`src/rtl/booth_mul_seq.sv`:
```
// booth_mul_seq: iterative radix-4 Booth multiplier, one digit per cycle, valid/ready on both sides.
// Optional early termination when the remaining multiplier digits are all zero: define BOOTH_MUL_EARLY_TERM_EN.
module booth_mul_seq #(
  parameter int WIDTH = 32
) (
  input  logic               clk,
  input  logic               resetn,
  input  logic               in_valid,
  output logic               in_ready,
  input  logic [WIDTH-1:0]   in_src1,
  input  logic [WIDTH-1:0]   in_src2,
  input  logic               in_signed,
  output logic               out_valid,
  input  logic               out_ready,
  output logic [2*WIDTH-1:0] out_result,
  output logic               busy
);
  localparam int XW = WIDTH + 2;
  localparam int N  = XW / 2;
  localparam int CW = $clog2(N + 1);

  typedef enum logic [1:0] {IDLE, CALC, DONE} state_t;

  state_t               state_q, state_d;
  logic [XW:0]          mlt_q, mlt_d, mlt_sh;
  logic [2*XW-1:0]      mcd_q, mcd_d, acc_q, acc_d, pp, sum;
  logic [CW-1:0]        cnt_q, cnt_d;
  logic [2*WIDTH-1:0]   res_q, res_d;
  logic [XW-1:0]        ext1;
  logic [2*XW-1:0]      ext2;
  logic                 one, two, neg, last;

  assign ext1   = {{2{in_signed & in_src1[WIDTH-1]}}, in_src1};
  assign ext2   = {{(WIDTH+4){in_signed & in_src2[WIDTH-1]}}, in_src2};
  assign one    = mlt_q[0] ^ mlt_q[1];
  assign two    = (mlt_q[2:0] == 3'b011) || (mlt_q[2:0] == 3'b100);
  assign neg    = mlt_q[2] & ~(mlt_q[1] & mlt_q[0]);
  assign pp     = one ? mcd_q : two ? {mcd_q[2*XW-2:0], 1'b0} : '0;
  // Negative digits: one's complement plus carry-in.
  assign sum    = acc_q + (neg ? ~pp : pp) + {{(2*XW-1){1'b0}}, neg};
  assign mlt_sh = {{2{mlt_q[XW]}}, mlt_q[XW:2]};
`ifdef BOOTH_MUL_EARLY_TERM_EN
  assign last   = (cnt_q == CW'(N-1)) || (&mlt_sh) || ~(|mlt_sh);
`else
  assign last   = cnt_q == CW'(N-1);
`endif

  assign in_ready   = state_q == IDLE;
  assign out_valid  = state_q == DONE;
  assign busy       = state_q != IDLE;
  assign out_result = res_q;

  always_comb begin
    state_d = state_q;
    mlt_d   = mlt_q;
    mcd_d   = mcd_q;
    acc_d   = acc_q;
    cnt_d   = cnt_q;
    res_d   = res_q;
    if (state_q == IDLE && in_valid) begin
      state_d = CALC;
      mlt_d   = {ext1, 1'b0};
      mcd_d   = ext2;
      acc_d   = '0;
      cnt_d   = '0;
    end else if (state_q == CALC) begin
      mlt_d   = mlt_sh;
      mcd_d   = {mcd_q[2*XW-3:0], 2'b00};
      acc_d   = sum;
      cnt_d   = cnt_q + CW'(1);
      state_d = last ? DONE : CALC;
      res_d   = last ? sum[2*WIDTH-1:0] : res_q;
    end else if (state_q == DONE && out_ready) begin
      state_d = IDLE;
    end
  end

  always_ff @(posedge clk) begin
    if (!resetn) begin
      state_q <= IDLE;
      mlt_q   <= '0;
      mcd_q   <= '0;
      acc_q   <= '0;
      cnt_q   <= '0;
      res_q   <= '0;
    end else begin
      state_q <= state_d;
      mlt_q   <= mlt_d;
      mcd_q   <= mcd_d;
      acc_q   <= acc_d;
      cnt_q   <= cnt_d;
      res_q   <= res_d;
    end
  end
endmodule

```
`config.mk`:
```
export PLATFORM = sky130hd
export DESIGN_NAME = booth_mul_seq
export DESIGN_NICKNAME = d
export VERILOG_FILES = /design/src/rtl/booth_mul_seq.sv
export SDC_FILE = /design/constraint.sdc
export NUM_CORES = 1
export LEC_CHECK = 0
export BUFFER_PORTS_ARGS = -buffer_cell sky130_fd_sc_hd__buf_4
export CORE_MARGIN = 3
export CORE_UTILIZATION = 45
export DETAILED_ROUTE_END_ITERATION = 7
export GPL_ROUTABILITY_DRIVEN = 0
export SLEW_MARGIN = 20
export SYNTH_ARGS = -nofsm -noshare
export SYNTH_HDL_FRONTEND = slang
export SYNTH_SLANG_ARGS = --single-unit
```
`constraint.sdc`:
```
create_clock -name clk -period 4.9 [get_ports clk]
set_clock_uncertainty 0.1 [all_clocks]
set_input_delay 0.245 -clock clk [delete_from_list [all_inputs] [get_ports clk]]
set_output_delay 0.245 -clock clk [all_outputs]
set_load 0.02 [all_outputs]
```
# [Word-level counts from Yosys, hierarchy flattened]
# Cells that the tools add are included.
[totals] register_bits=242 input_bits=69 out_inout_bits=67 elab_cells=47
[op_classes] add_sub_neg=3 n_eq_ne=5 mux=11 bitwise=9 n_reduce_logical=10
[op_table] cell="68-bit 2-to-1 mux" n=5
[op_table] cell="68-bit by 1-bit adder with 68-bit output" n=1
[op_table] cell="68-bit adder" n=1
[op_table] cell="68-bit inverter" n=1
[op_table] cell="35-bit 2-to-1 mux" n=1
[op_table] cell="34-bit 2-to-1 mux" n=1
[op_table] cell="2-bit 2-to-1 mux" n=3
[op_table] cell="2-bit nonzero test" n=3
[op_table] cell="5-bit by 1-bit adder with 5-bit output (second input constant)" n=1
[op_table] cell="5-bit == test (second input constant)" n=1
[op_table] cell="1-bit AND" n=4
[op_table] cell="3-bit by 2-bit == test with 1-bit output (second input constant)" n=1
[op_table] cell="3-bit == test (second input constant)" n=1
[op_table] cell="1-bit inverter" n=3
[op_table] cell="3-bit AND reduction" n=1
[op_table] cell="3-bit nonzero test" n=1
[op_table] cell="2-bit by 1-bit == test with 1-bit output (second input constant)" n=1
[op_table] cell="2-bit == test (second input constant)" n=1
[op_table] cell="1-bit logical AND" n=2
[op_table] cell="2-bit zero test" n=1
[op_table] cell="2-bit OR reduction" n=1
[op_table] cell="1-bit logical OR" n=1
[op_table] cell="1-bit 2-to-1 mux" n=1
[op_table] cell="1-bit XOR" n=1

# [Longest topological paths before layout]
# Gate-level depths: netlist (run 1).
[logic_depth] word_depth=8 ltp_mapped=19 depth_no_buf=17

# [Worst setup path after synthesis (run 1)]
# No wires, ideal clock.
[synth_path] path_kind="register to register" start="register mlt_q[1]" end="register res_q[63] (netlist: out_result[63])" setup_time_ns=0.074 arrival_ns=4.246 required_ns=4.726 setup_slack_ns=0.479 stages_incl_launch_ff=19 n_path_buf=2 synth_period_minus_slack_ns=4.421 cell_sequence="dfxtp_1 inv_1 ha_1 clkbuf_1 nor2_1 clkbuf_1 a22oi_1 xnor2_1 ha_1 a21o_1 a21o_1 a21oi_1 o21ai_0 a221oi_1 a211o_2 a22oi_1 a221o_1 or4_1 a31oi_1"
[synth_between] elab_chain_len=8 elab_cells_between_ends=13 classes_between="2 x add/sub; 2 x eq/ne; 3 x mux; 5 x bitwise; 1 x reduce/logical"
[synth_rtl] item="start, declared" line="25" text="logic [XW:0] mlt_q, mlt_d, mlt_sh;"
[synth_rtl] item="start signal, assigned" line="88" text="mlt_q <= mlt_d;"
[synth_rtl] item="3-bit by 2-bit == test with 1-bit output or 3-bit == test (tied branches)" line="36" text="assign two = (mlt_q[2:0] == 3'b011) || (mlt_q[2:0] == 3'b100);"
[synth_rtl] item="1-bit logical OR" line="36"
[synth_rtl] item="68-bit 2-to-1 mux (2 in a row)" line="38" text="assign pp = one ? mcd_q : two ? {mcd_q[2*XW-2:0], 1'b0} : '0;"
[synth_rtl] item="68-bit inverter" line="40" text="assign sum = acc_q + (neg ? ~pp : pp) + {{(2*XW-1){1'b0}}, neg};"
[synth_rtl] item="68-bit 2-to-1 mux" line="40"
[synth_rtl] item="68-bit adder" line="40"
[synth_rtl] item="68-bit by 1-bit adder with 68-bit output *" line="40"
[synth_rtl] item="end signal, assigned" line="92" text="res_q <= res_d;"
[synth_rtl] item="end, declared" line="28" text="logic [2*WIDTH-1:0] res_q, res_d;"
# Mark *: on every way between the ends. The rest lies on a longest branch, timed or not.
# A chain may end at the register's enable or synchronous reset.

# [Final worst setup path (run 1)]
[layout_path] start="register mlt_q[1]" end="register res_q[54] (netlist: out_result[54])"
# Same word-level chain as after synthesis.

==> metrics.cfg, run 1 <==
[outcome]
outcome = complete, no violations

[timing]
setup_viol = 0
rsz0062_at_grt = no
fin_crit_ns = 4.62
period_share = 0.943
finalHoldViolations = 0
slew_headroom = 0.452
worstMarginPinSlew_ns = 0.821
drv_slew = 0
fin_tns_setup_ns = 0
setup_ws_ns = 0.279
fmax_ghz = 0.216

[route]
ant_nets = 0
vias = 13600
via_per_inst = 5.92
wl_microns = 42200
drt_pass1_iterations = 5
routedWlPerCell_microns = 18.4
dr.first_iter.drc_count = 1032
drc_errors = 0

[logic_synthesis]
synth_nets = 1918
synth_ff_type = dfxtp_1
yosys-top-cells-area = dfxtp_1 (34%), a21oi_1 (9.9%), nand2_1 (7.7%)
yosysWarnings = 0
synth.top_cell.area_share = 0.340
synthArstFlopShare = 0
ys_ff_latch = 234
ys_types = 67
yosysTopAreaCell = dfxtp_1
synth_edf_count = 0
ys_seq_area_frac = 0.340
syn_area_per_cell_sq_um = 7.76
synth_area_sq_um = 13800
syn_inst = 1776

[clock_network]
clock_latency_ns = 0.55
path_clk_slew_ns = 0.06
htreeDepth = 1
cts_root_buf = clkbuf_16
cts_buffers = 27
numClockSinks = 234
clockBufferDepth = 3
cts_tree = done

[pwr]
power_density_nw_per_um2 = 331
irDropWorstVdd_v = 0.000232
p_leak_nw = 6.30

[setup_path]
r2r-end = out_result[54]
rr_startpoint = mlt_q[1]
crit_chain = inv_1 > ha_2 > buf_12 > nand2_1 > mux2i_4 > inv_1 > fa_1 > a211oi_1 > o21a_1 > a21oi_1 > o211ai_1 > a31oi_1 > o21ai_1 > o21bai_1 > or4_1 > a31oi_1
cp-end-kind = flip-flop
start_kind = flip-flop
reg2reg_depth = 16
arrival_ns = 4.99
crit_type = flip-flop to flip-flop
slowest_stage = or4_1
crit_path_max_incr_delay_ns = 0.50
critPathRequiredTime_ns = 5.27
cp_max_fo = 47
r2r_setup_slack_ns = 0.28

[flow_run]
cap_violations = 0

[placed_design]
dpl-instance-area_sq_um = 15000
post-place-ws_ns = 0.371
place_inst = 2184
dp_hpwl_microns = 28500
io_buffers = 135

[finish]
synthToLayoutAreaGrowth_pct = 20.8
drive_gt1_frac = 0.119
nFillCells = 2766
fin_cells = 2300
nNetsFinal = 2032
final_area_sq_um = 16600
antenna_cells = 0

[grt]
grt_usage = 0.243
grt_pass1_vias = 12700
grt_overflow_total = 0
grt_max_degree = 84
antenna_found_initial = 0
grt_pass1_wl_microns = 67300

[hold_path]
holdPathStages = 3
hold_class = input pin to flip-flop
min_to = mlt_q[2]
hold_start = in_src1[1]

[floorplan]
die_y_microns = 181
placementRows = 63
initial_core_util = 0.461
core-area_sq_um = 29900
die-area_sq_um = 32800
ios = 136
die_w_microns = 181

[cell usage in the layout (no fill, tap or decap), types with 27 or more instances in the layout]
master / instances
clkbuf_16: 27
nor2_1: 62
nand4_1: 31
dlygate4sd3_1: 66
nand2_1: 280
a21oi_1: 273
o21ai_0: 102
buf_4: 157
o22ai_1: 62
dfxtp_1: 234
ha_1: 71
o221ai_1: 61
xnor2_1: 100
nand3_1: 40
a22oi_1: 68
[state kept, by name, summed over array words and instances (netlist names)]
| register | flops |
|---|---|
| acc_q | 64 |
| cnt_q | 5 |
| mcd_q | 64 |
| mlt_q | 35 |
| out_result | 64 |
| state_q | 2 |
[worst max-delay path by stage]
stage | cells past startpoint | startpoint | slack (ns) | endpoint
after detailed placement | 17 | mlt_q[1] | 0.37 | out_result[56]
final | 16 | mlt_q[1] | 0.28 | out_result[54]
after CTS | 17 | mlt_q[1] | 0.34 | out_result[56]
after global routing | 17 | mlt_q[1] | 0.02 | out_result[63]
after floorplan | 18 | mlt_q[1] | 0.48 | out_result[63]
after global placement | 17 | mlt_q[1] | 0.42 | out_result[63]
[worst max-delay path: cells and delay by family (launching register included)]
family                     cells  cell delay, ns
AOI/OAI and AO/OA              8            1.90
buffers and inverters          3            0.38
muxes                          1            0.27
DFF                            1            0.38
adders and majority gates      2            0.81
and+or+nand+nor                2            0.69
[timing repair]
| action | in CTS | in global routing |
|---|---|---|
| hold endpoints to repair | 66 | 0 |
| endpoints found under the setup margin | 0 | 2 |
| buffers inserted | 0 | 1 |
| resized for setup | 0 | 0 |
| hold buffers | 66 | 0 |
[logic make-up (layout without fill, tap and decap cells)]
family	after synthesis	count (layout)	share of synthesized area
compound gates	691	691	0.312
buf+inv	171	305	0.0479
mux	3	3	0.00309
fa+ha+maj	73	73	0.0668
simple gates	478	478	0.150
flops	234	234	0.340
xor+xnor	126	126	0.0801
[routing by layer]
| metal | track usage | routed length (microns) | vias up |
|---|---|---|---|
| met5 | 0 | 0 | - |
| met4 | 0.0683 | 1020 | 0 |
| met3 | 0.0292 | 2310 | 68 |
| met2 | 0.368 | 18000 | 387 |
| met1 | 0.365 | 20900 | 6436 |
| li1 | - | - | 6726 |
[synthesized netlist by cell type, types with 10 or more instances]
| cell | instances |
|---|---|
| nand2_1 | 284 |
| a21oi_1 | 273 |
| dfxtp_1 | 234 |
| clkbuf_1 | 123 |
| o21ai_0 | 102 |
| xnor2_1 | 100 |
| ha_1 | 72 |
| a22oi_1 | 68 |
| nor2_1 | 65 |
| o22ai_1 | 62 |
| o221ai_1 | 61 |
| nand3_1 | 40 |
| nand4_1 | 31 |
| inv_1 | 27 |
| xor2_1 | 26 |
| a21o_1 | 24 |
| a211oi_1 | 17 |
| o21a_1 | 13 |
| o21bai_1 | 13 |
| a31oi_1 | 12 |
| nor3_1 | 12 |
| buf_1 | 10 |
[per-stage QoR]
stage | hold slack [ns] | utilization | power [mW]
after floorplan | 0.293 | - | 2.99
after global placement | 0.343 | 0.503 | 3.32
after detailed placement | 0.348 | 0.503 | 3.33
after CTS | 0.0349 | 0.557 | 5.54
after global routing | 0.0504 | 0.557 | 5.78
final | 0.0627 | 0.557 | 5.52
[final cells by class]
| class | instances | area, sq um | area share |
|---|---|---|---|
| clock inverters | 15 | 216 | 0.0130 |
| inverters | 28 | 105 | 0.00631 |
| repair buffers | 228 | 1940 | 0.117 |
| clock buffers | 34 | 732 | 0.0440 |
| flip-flops and latches | 234 | 4680 | 0.281 |
| multi-input cells | 1371 | 8480 | 0.509 |
| well taps | 390 | 488 | 0.0293 |
[power breakdown]
group / switching [mW] / leakage [nW] / internal (mW) / total, mW
registers: 0.110 / 1.91 / 2.01 / 2.12
logic: 0.756 / 3.92 / 0.480 / 1.24
clock network: 0.840 / 0.462 / 1.32 / 2.16
Note: power is estimated with default switching activity, not from simulation.
==> run 2, diff against run 1 <==
--- a/config.mk
+++ b/config.mk
@@ -5,6 +5,7 @@
 export SDC_FILE = /design/constraint.sdc
 export NUM_CORES = 1
 export LEC_CHECK = 0
+export ABC_AREA = 1
 export BUFFER_PORTS_ARGS = -buffer_cell sky130_fd_sc_hd__buf_4
 export CORE_MARGIN = 3
 export CORE_UTILIZATION = 45
==> run 2 against run 1 <==
  * Global-route usage is 3.7 points higher
  * Area after synthesis is 13% higher
  * Largest power group is now sequential cells
  * Final area is 11% higher
  * Largest cell class unchanged
  * Die area is 13% higher
  * Critical path type unchanged
==> metrics.cfg, run 2 <==
[outcome]
outcome = complete, no violations

[logic_synthesis]
ys_seq_area_frac = 0.300  ; -0.0402
synth_edf_count = 0  ; unchanged
syn_inst = 2508  ; +41%
yosys-top-cells-area = dfxtp_1 (30%), nand2_1 (18%), inv_1 (7.8%)
synth_ff_type = dfxtp_1
ys_ff_latch = 234  ; unchanged
ys_types = 39  ; -42%
synth_nets = 2650  ; +38%
synth.most_common_cell = nand2_1
yosysTopAreaCell = dfxtp_1
synth.top_cell.area_share = 0.300  ; -0.0402
ys_top_cells_by_count = nand2_1 (730), inv_1 (324), nor2_1 (279)
synth_area_sq_um = 15600  ; +13%
yosysWarnings = 0  ; unchanged
syn_area_per_cell_sq_um = 6.23  ; -20%
synthArstFlopShare = 0  ; unchanged

[setup_path]
r2r-end = acc_q[59]
r2r_setup_slack_ns = 0.56  ; +0.28 ns
crit_top_cell = nand2_1
cp_max_fo = 37  ; -21%
crit_path_max_incr_delay_ns = 0.52  ; +0.02 ns
start_kind = flip-flop
crit_type = flip-flop to flip-flop
crit_chain = ha_1 > inv_1 > o21ai_4 > buf_4 > nand3_1 > o21ai_0 > xor2_1 > ha_1 > a21oi_1 > o21ai_0 > a21oi_1 > nand2_1 > a21oi_1 > nand3_1 > nand2_1 > nand2_1 > nand2_1 > inv_1
rr_startpoint = mlt_q[1]
arrival_ns = 4.70  ; -0.29 ns
reg2reg_depth = 18  ; +2
slowest_stage = o21ai_4
cp-end-kind = flip-flop
critPathRequiredTime_ns = 5.26  ; about the same

[grt]
use_met1 = 0.408  ; +0.0430
grt_overflow_total = 0  ; unchanged
antenna_found_initial = 0  ; unchanged
grt_usage = 0.281  ; +0.0374
top_usage_layer = met2
grt_use_met3 = 0.0409  ; +0.0117
grt_pass1_wl_microns = 82700  ; +23%
met2_usage = 0.432  ; +0.0646
grt_max_degree = 173  ; +110%
grt_pass1_vias = 15500  ; +21%

[route]
vias = 16600  ; +22%
dr.first_iter.drc_count = 1539  ; +49%
via_per_inst = 5.33  ; -9.9%
drc_errors = 0  ; unchanged
ant_nets = 0  ; unchanged
wl_microns = 52900  ; +25%
routedWlPerCell_microns = 17.0  ; -7.4%
drt_pass1_iterations = 6  ; +1

[pwr]
power_density_nw_per_um2 = 280  ; -16%
irDropWorstVdd_v = 0.000236  ; +1.4%
total_power_mw = 5.17  ; -6.3%
p_leak_nw = 9.08  ; +44%

[floorplan]
die_w_microns = 192  ; +6.3%
ios = 136  ; unchanged
core-area_sq_um = 33900  ; +13%
initial_core_util = 0.461  ; about the same
die-area_sq_um = 37000  ; +13%
die_y_microns = 192  ; +6.3%
placementRows = 67  ; +6.3%

[timing]
rsz0062_at_grt = no
period_share = 0.886  ; -0.0575
drv_slew = 0  ; unchanged
worstMarginPinSlew_ns = 1.04  ; +0.218 ns
fmax_ghz = 0.230  ; +6.5%
finalHoldViolations = 0  ; unchanged
fin_tns_setup_ns = 0  ; unchanged
fin_crit_ns = 4.34  ; -0.282 ns
setup_viol = 0  ; unchanged
slew_headroom = 0.307  ; -0.145

[finish]
drive_gt1_frac = 0.0941  ; -0.0252
synthToLayoutAreaGrowth_pct = 18.2
nFillCells = 3499  ; +27%
nNetsFinal = 2789  ; +37%
layout.cells.most_common = nand2_1
antenna_cells = 0  ; unchanged
final_cell_mix = nand2_1 (729), inv_1 (321), nor2_1 (279), dfxtp_1 (234), nand3_1 (179)
final_area_sq_um = 18500  ; +11%

[placed_design]
dp_hpwl_microns = 39100  ; +37%
io_buffers = 135  ; unchanged
dpl-instance-area_sq_um = 16900  ; +13%

[hold_path]
hold_start = resetn
min_to = out_result[2]
hold_class = input pin to flip-flop
holdPathStages = 3  ; unchanged

[clock_network]
clock_latency_ns = 0.56  ; about the same
clockBufferDepth = 3  ; unchanged
path_clk_slew_ns = 0.06  ; about the same
htreeDepth = 1  ; unchanged
numClockSinks = 234  ; unchanged
cts_tree = done
cts_buffers = 27  ; unchanged
cts_root_buf = clkbuf_16

[flow_run]
cap_violations = 0  ; unchanged

==> run 2: where the power goes <==
part           internal [mW]  switching, mW
registers               2.00         0.0806
logic                  0.359          0.682
clock network           1.20          0.845
total                   3.56           1.61
==> run 2: layer usage <==
layer,vias to the layer above,part of all wire
met5,-,0
met4,0,0.027
met3,80,0.071
met2,557,0.43
met1,7691,0.48
li1,8283,-
==> run 2: worst max-delay path by stage <==
stage	to	slack [ns]	from
floorplan	acc_q[60]	1.57	mlt_q[0]
global placement	acc_q[59]	0.79	mlt_q[1]
detailed placement	acc_q[59]	0.72	mlt_q[1]
CTS	acc_q[59]	0.72	mlt_q[1]
global route	acc_q[59]	0.33	mlt_q[1]
finish	acc_q[59]	0.56	mlt_q[1]
==> run 2: what timing repair did <==
action	4_1_cts	5_1_grt
gates resized for setup	0	0
setup buffers	0	0
hold buffers	67	0
endpoints found under the hold margin	68	0
==> run 2: area by class of cell <==
class,instances,area (sq um),area share
clock buffer,36,769,0.0416
multi-input combinational,1826,9240,0.500
timing repair buffer,213,1800,0.0976
tap,448,561,0.0303
inverter,345,1300,0.0703
sequential,234,4680,0.254
clock inverter,12,119,0.00643
==> run 2: stage by stage <==
step                      setup WS (ns)   util  cells  hold slack [ns]
after floorplan                    1.57      -   2508            0.261
final                             0.560  0.546   3114           0.0717
after CTS                         0.718  0.546   3114           0.0572
after detailed placement          0.718  0.499   2999            0.342
after global placement            0.786  0.499   2999            0.338
after global routing              0.333  0.546   3114           0.0918
==> run 2: kinds of logic (layout without fill, tap and decap cells) <==
logic type               count (synthesis)  count (layout)  synth area share
flip-flops                             234             234             0.300
XOR/XNOR                                90              90            0.0504
AND/OR/NAND/NOR                       1253            1253             0.328
buffers and inverters                  448             606             0.110
adder cells (fa/ha/maj)                 73              73            0.0589
AO/OA/AOI/OAI                          410             410             0.152
==> run 2: critical path: cells and delay by family, from the launching register on <==
family	cells	cell delay, ns
compound gates	6	1.69
simple gates	6	0.71
buf+inv	3	0.56
fa+ha+maj	2	0.51
flops	1	0.35
xor+xnor	1	0.33
==> run 3, diff against run 2 <==
==> constraint.sdc (replaced) <==
create_clock -name clk -period 4.95 [get_ports clk]
set_clock_uncertainty 0.1 [all_clocks]
set_input_delay 0.2475 -clock clk [delete_from_list [all_inputs] [get_ports clk]]
set_output_delay 0.2475 -clock clk [all_outputs]
set_load 0.02 [all_outputs]
==> run 3 against run 2 <==
  * Sequential cell count unchanged
  * Fmax is 1.6% lower
  * Clock power rose by 3%
  * Combinational power barely moved
  * Critical endpoint is now out_result[37]
  * Largest cell class unchanged
  * Largest power group is now the clock network
==> metrics.cfg, run 3 (synthesis gave the netlist of run 2 again) <==
[outcome]
outcome = complete, no violations

[clock_network]
cts_buffers = 28  ; +3.7%
htreeDepth = 1  ; unchanged
clockBufferDepth = 3  ; unchanged
cts_root_buf = clkbuf_16
path_clk_slew_ns = 0.06  ; about the same
cts_tree = done
clock_latency_ns = 0.58  ; +0.02 ns
numClockSinks = 234  ; unchanged

[floorplan]
core-area_sq_um = 33900  ; unchanged
placementRows = 67  ; unchanged
die-area_sq_um = 37000  ; unchanged
die_y_microns = 192  ; unchanged
initial_core_util = 0.461  ; unchanged
die_w_microns = 192  ; unchanged
ios = 136  ; unchanged

[finish]
nNetsFinal = 2789  ; unchanged
antenna_cells = 0  ; unchanged
drive_gt1_frac = 0.0942  ; about the same
final_cell_mix = nand2_1 (729), inv_1 (321), nor2_1 (279), dfxtp_1 (234), nand3_1 (179)
layout.cells.most_common = nand2_1
synthToLayoutAreaGrowth_pct = 18.5
fin_cells = 3113  ; -0.032%

[route]
dr.first_iter.drc_count = 1376  ; -11%
drc_errors = 0  ; unchanged
wl_microns = 52900  ; -0.12%
routedWlPerCell_microns = 17.0  ; about the same
via_per_inst = 5.32  ; -0.34%
drt_pass1_iterations = 5  ; -1
vias = 16500  ; -0.37%
ant_nets = 0  ; unchanged

[grt]
antenna_found_initial = 0  ; unchanged
grt_pass1_vias = 15500  ; +0.19%
grt_usage = 0.284  ; +0.00333
grt_max_degree = 173  ; unchanged
grt_pass1_wl_microns = 83500  ; +0.94%
grt_overflow_total = 0  ; unchanged

[setup_path]
cp_max_fo = 43  ; +16%
cp-end-kind = flip-flop
arrival_ns = 4.77  ; +0.07 ns
crit_type = flip-flop to flip-flop
critPathRequiredTime_ns = 5.31  ; +0.05 ns
start_kind = flip-flop

[placed_design]
io_buffers = 135  ; unchanged
dp_hpwl_microns = 39500  ; +1.1%
place_inst = 2999  ; unchanged

[timing]
rsz0062_at_grt = no
whs_ns = 0.0533  ; -0.0185 ns
worstMarginPinSlew_ns = 1.04  ; +0.00373 ns
setup_viol = 0  ; unchanged
fmax_ghz = 0.227  ; -1.6%
drv_slew = 0  ; unchanged
period_share = 0.891  ; +0.00518
slew_headroom = 0.305  ; -0.00249
fin_tns_setup_ns = 0  ; unchanged
finalHoldViolations = 0  ; unchanged
fin_crit_ns = 4.41  ; +0.0699 ns

[hold_path]
hold_class = input pin to flip-flop

[pwr]
p_leak_nw = 9.10  ; +0.14%
power_density_nw_per_um2 = 281  ; +0.42%
irDropWorstVdd_v = 0.000259  ; +10%

[flow_run]
cap_violations = 0  ; unchanged

==> run 3: timing repair <==
item,4_1_cts,5_1_grt
endpoints found under the setup margin,0,2
endpoints found under the hold margin,67,0
setup buffers,0,0
hold buffers,66,0
resized for setup,0,2
==> run 3: metal layers <==
metal	share of wire	wire [microns]	GRT usage	vias to the layer above
met1	0.47	24700	0.414	7531
li1	-	-	-	8287
met5	0	0	0	-
met2	0.42	22400	0.439	634
met4	0.034	1790	0.0863	0
met3	0.074	3890	0.0325	97
==> run 3: power breakdown <==
part           internal [mW]  switching [mW]  leakage, nW
Sequential              1.98          0.0800         1.91
Combinational          0.354           0.677         6.72
Clock                   1.26           0.850        0.463
==> run 3: worst max-delay path: stages, from the launching register on <==
cell,delay [ns]
dfxtp_1,0.37
inv_1,0.06
ha_1,0.31
clkinv_2,0.46
buf_4,0.43
o21ai_0,0.22
xor2_1,0.32
ha_1,0.30
nand2_1,0.14
nor2_1,0.17
inv_1,0.09
nor2_1,0.14
inv_1,0.11
nor2_1,0.34
nand3_1,0.23
nand4_1,0.25
nand3_1,0.13
nand2_1,0.09
inv_1,0.03
==> run 3: worst paths after layout <==
| kind | startpoint | endpoint | slack, ns | cells after the start |
|---|---|---|---|---|
| worst max-delay path | mlt_q[1] | out_result[37] | 0.54 | 18 |
| worst min-delay path | resetn | mcd_q[62] | 0.05 | 3 |
| worst max register to register | mlt_q[1] | out_result[37] | 0.54 | 18 |
| worst min register to register | out_result[46] | out_result[46] | 0.35 | 2 |
==> run 3: cell type report <==
| type | count | area, sq um |
|---|---|---|
| clock buffer | 40 | 826 |
| clock inverter | 8 | 125 |
| fill | 3433 | 15300 |
| inverter | 345 | 1300 |
| multi-input combinational | 1826 | 9250 |
| sequential | 234 | 4680 |
| tap | 448 | 561 |
| timing repair buffer | 212 | 1780 |
==> run 3: per-stage QoR <==
stage	util	cell area (sq um)	power [mW]	setup WS, ns
detailed placement	0.499	16900	3.06	0.533
global route	0.547	18500	5.44	0.234
global placement	0.499	16900	3.05	0.541
finish	0.547	18500	5.20	0.540
floorplan	-	15600	2.75	1.62
CTS	0.547	18500	5.23	0.512
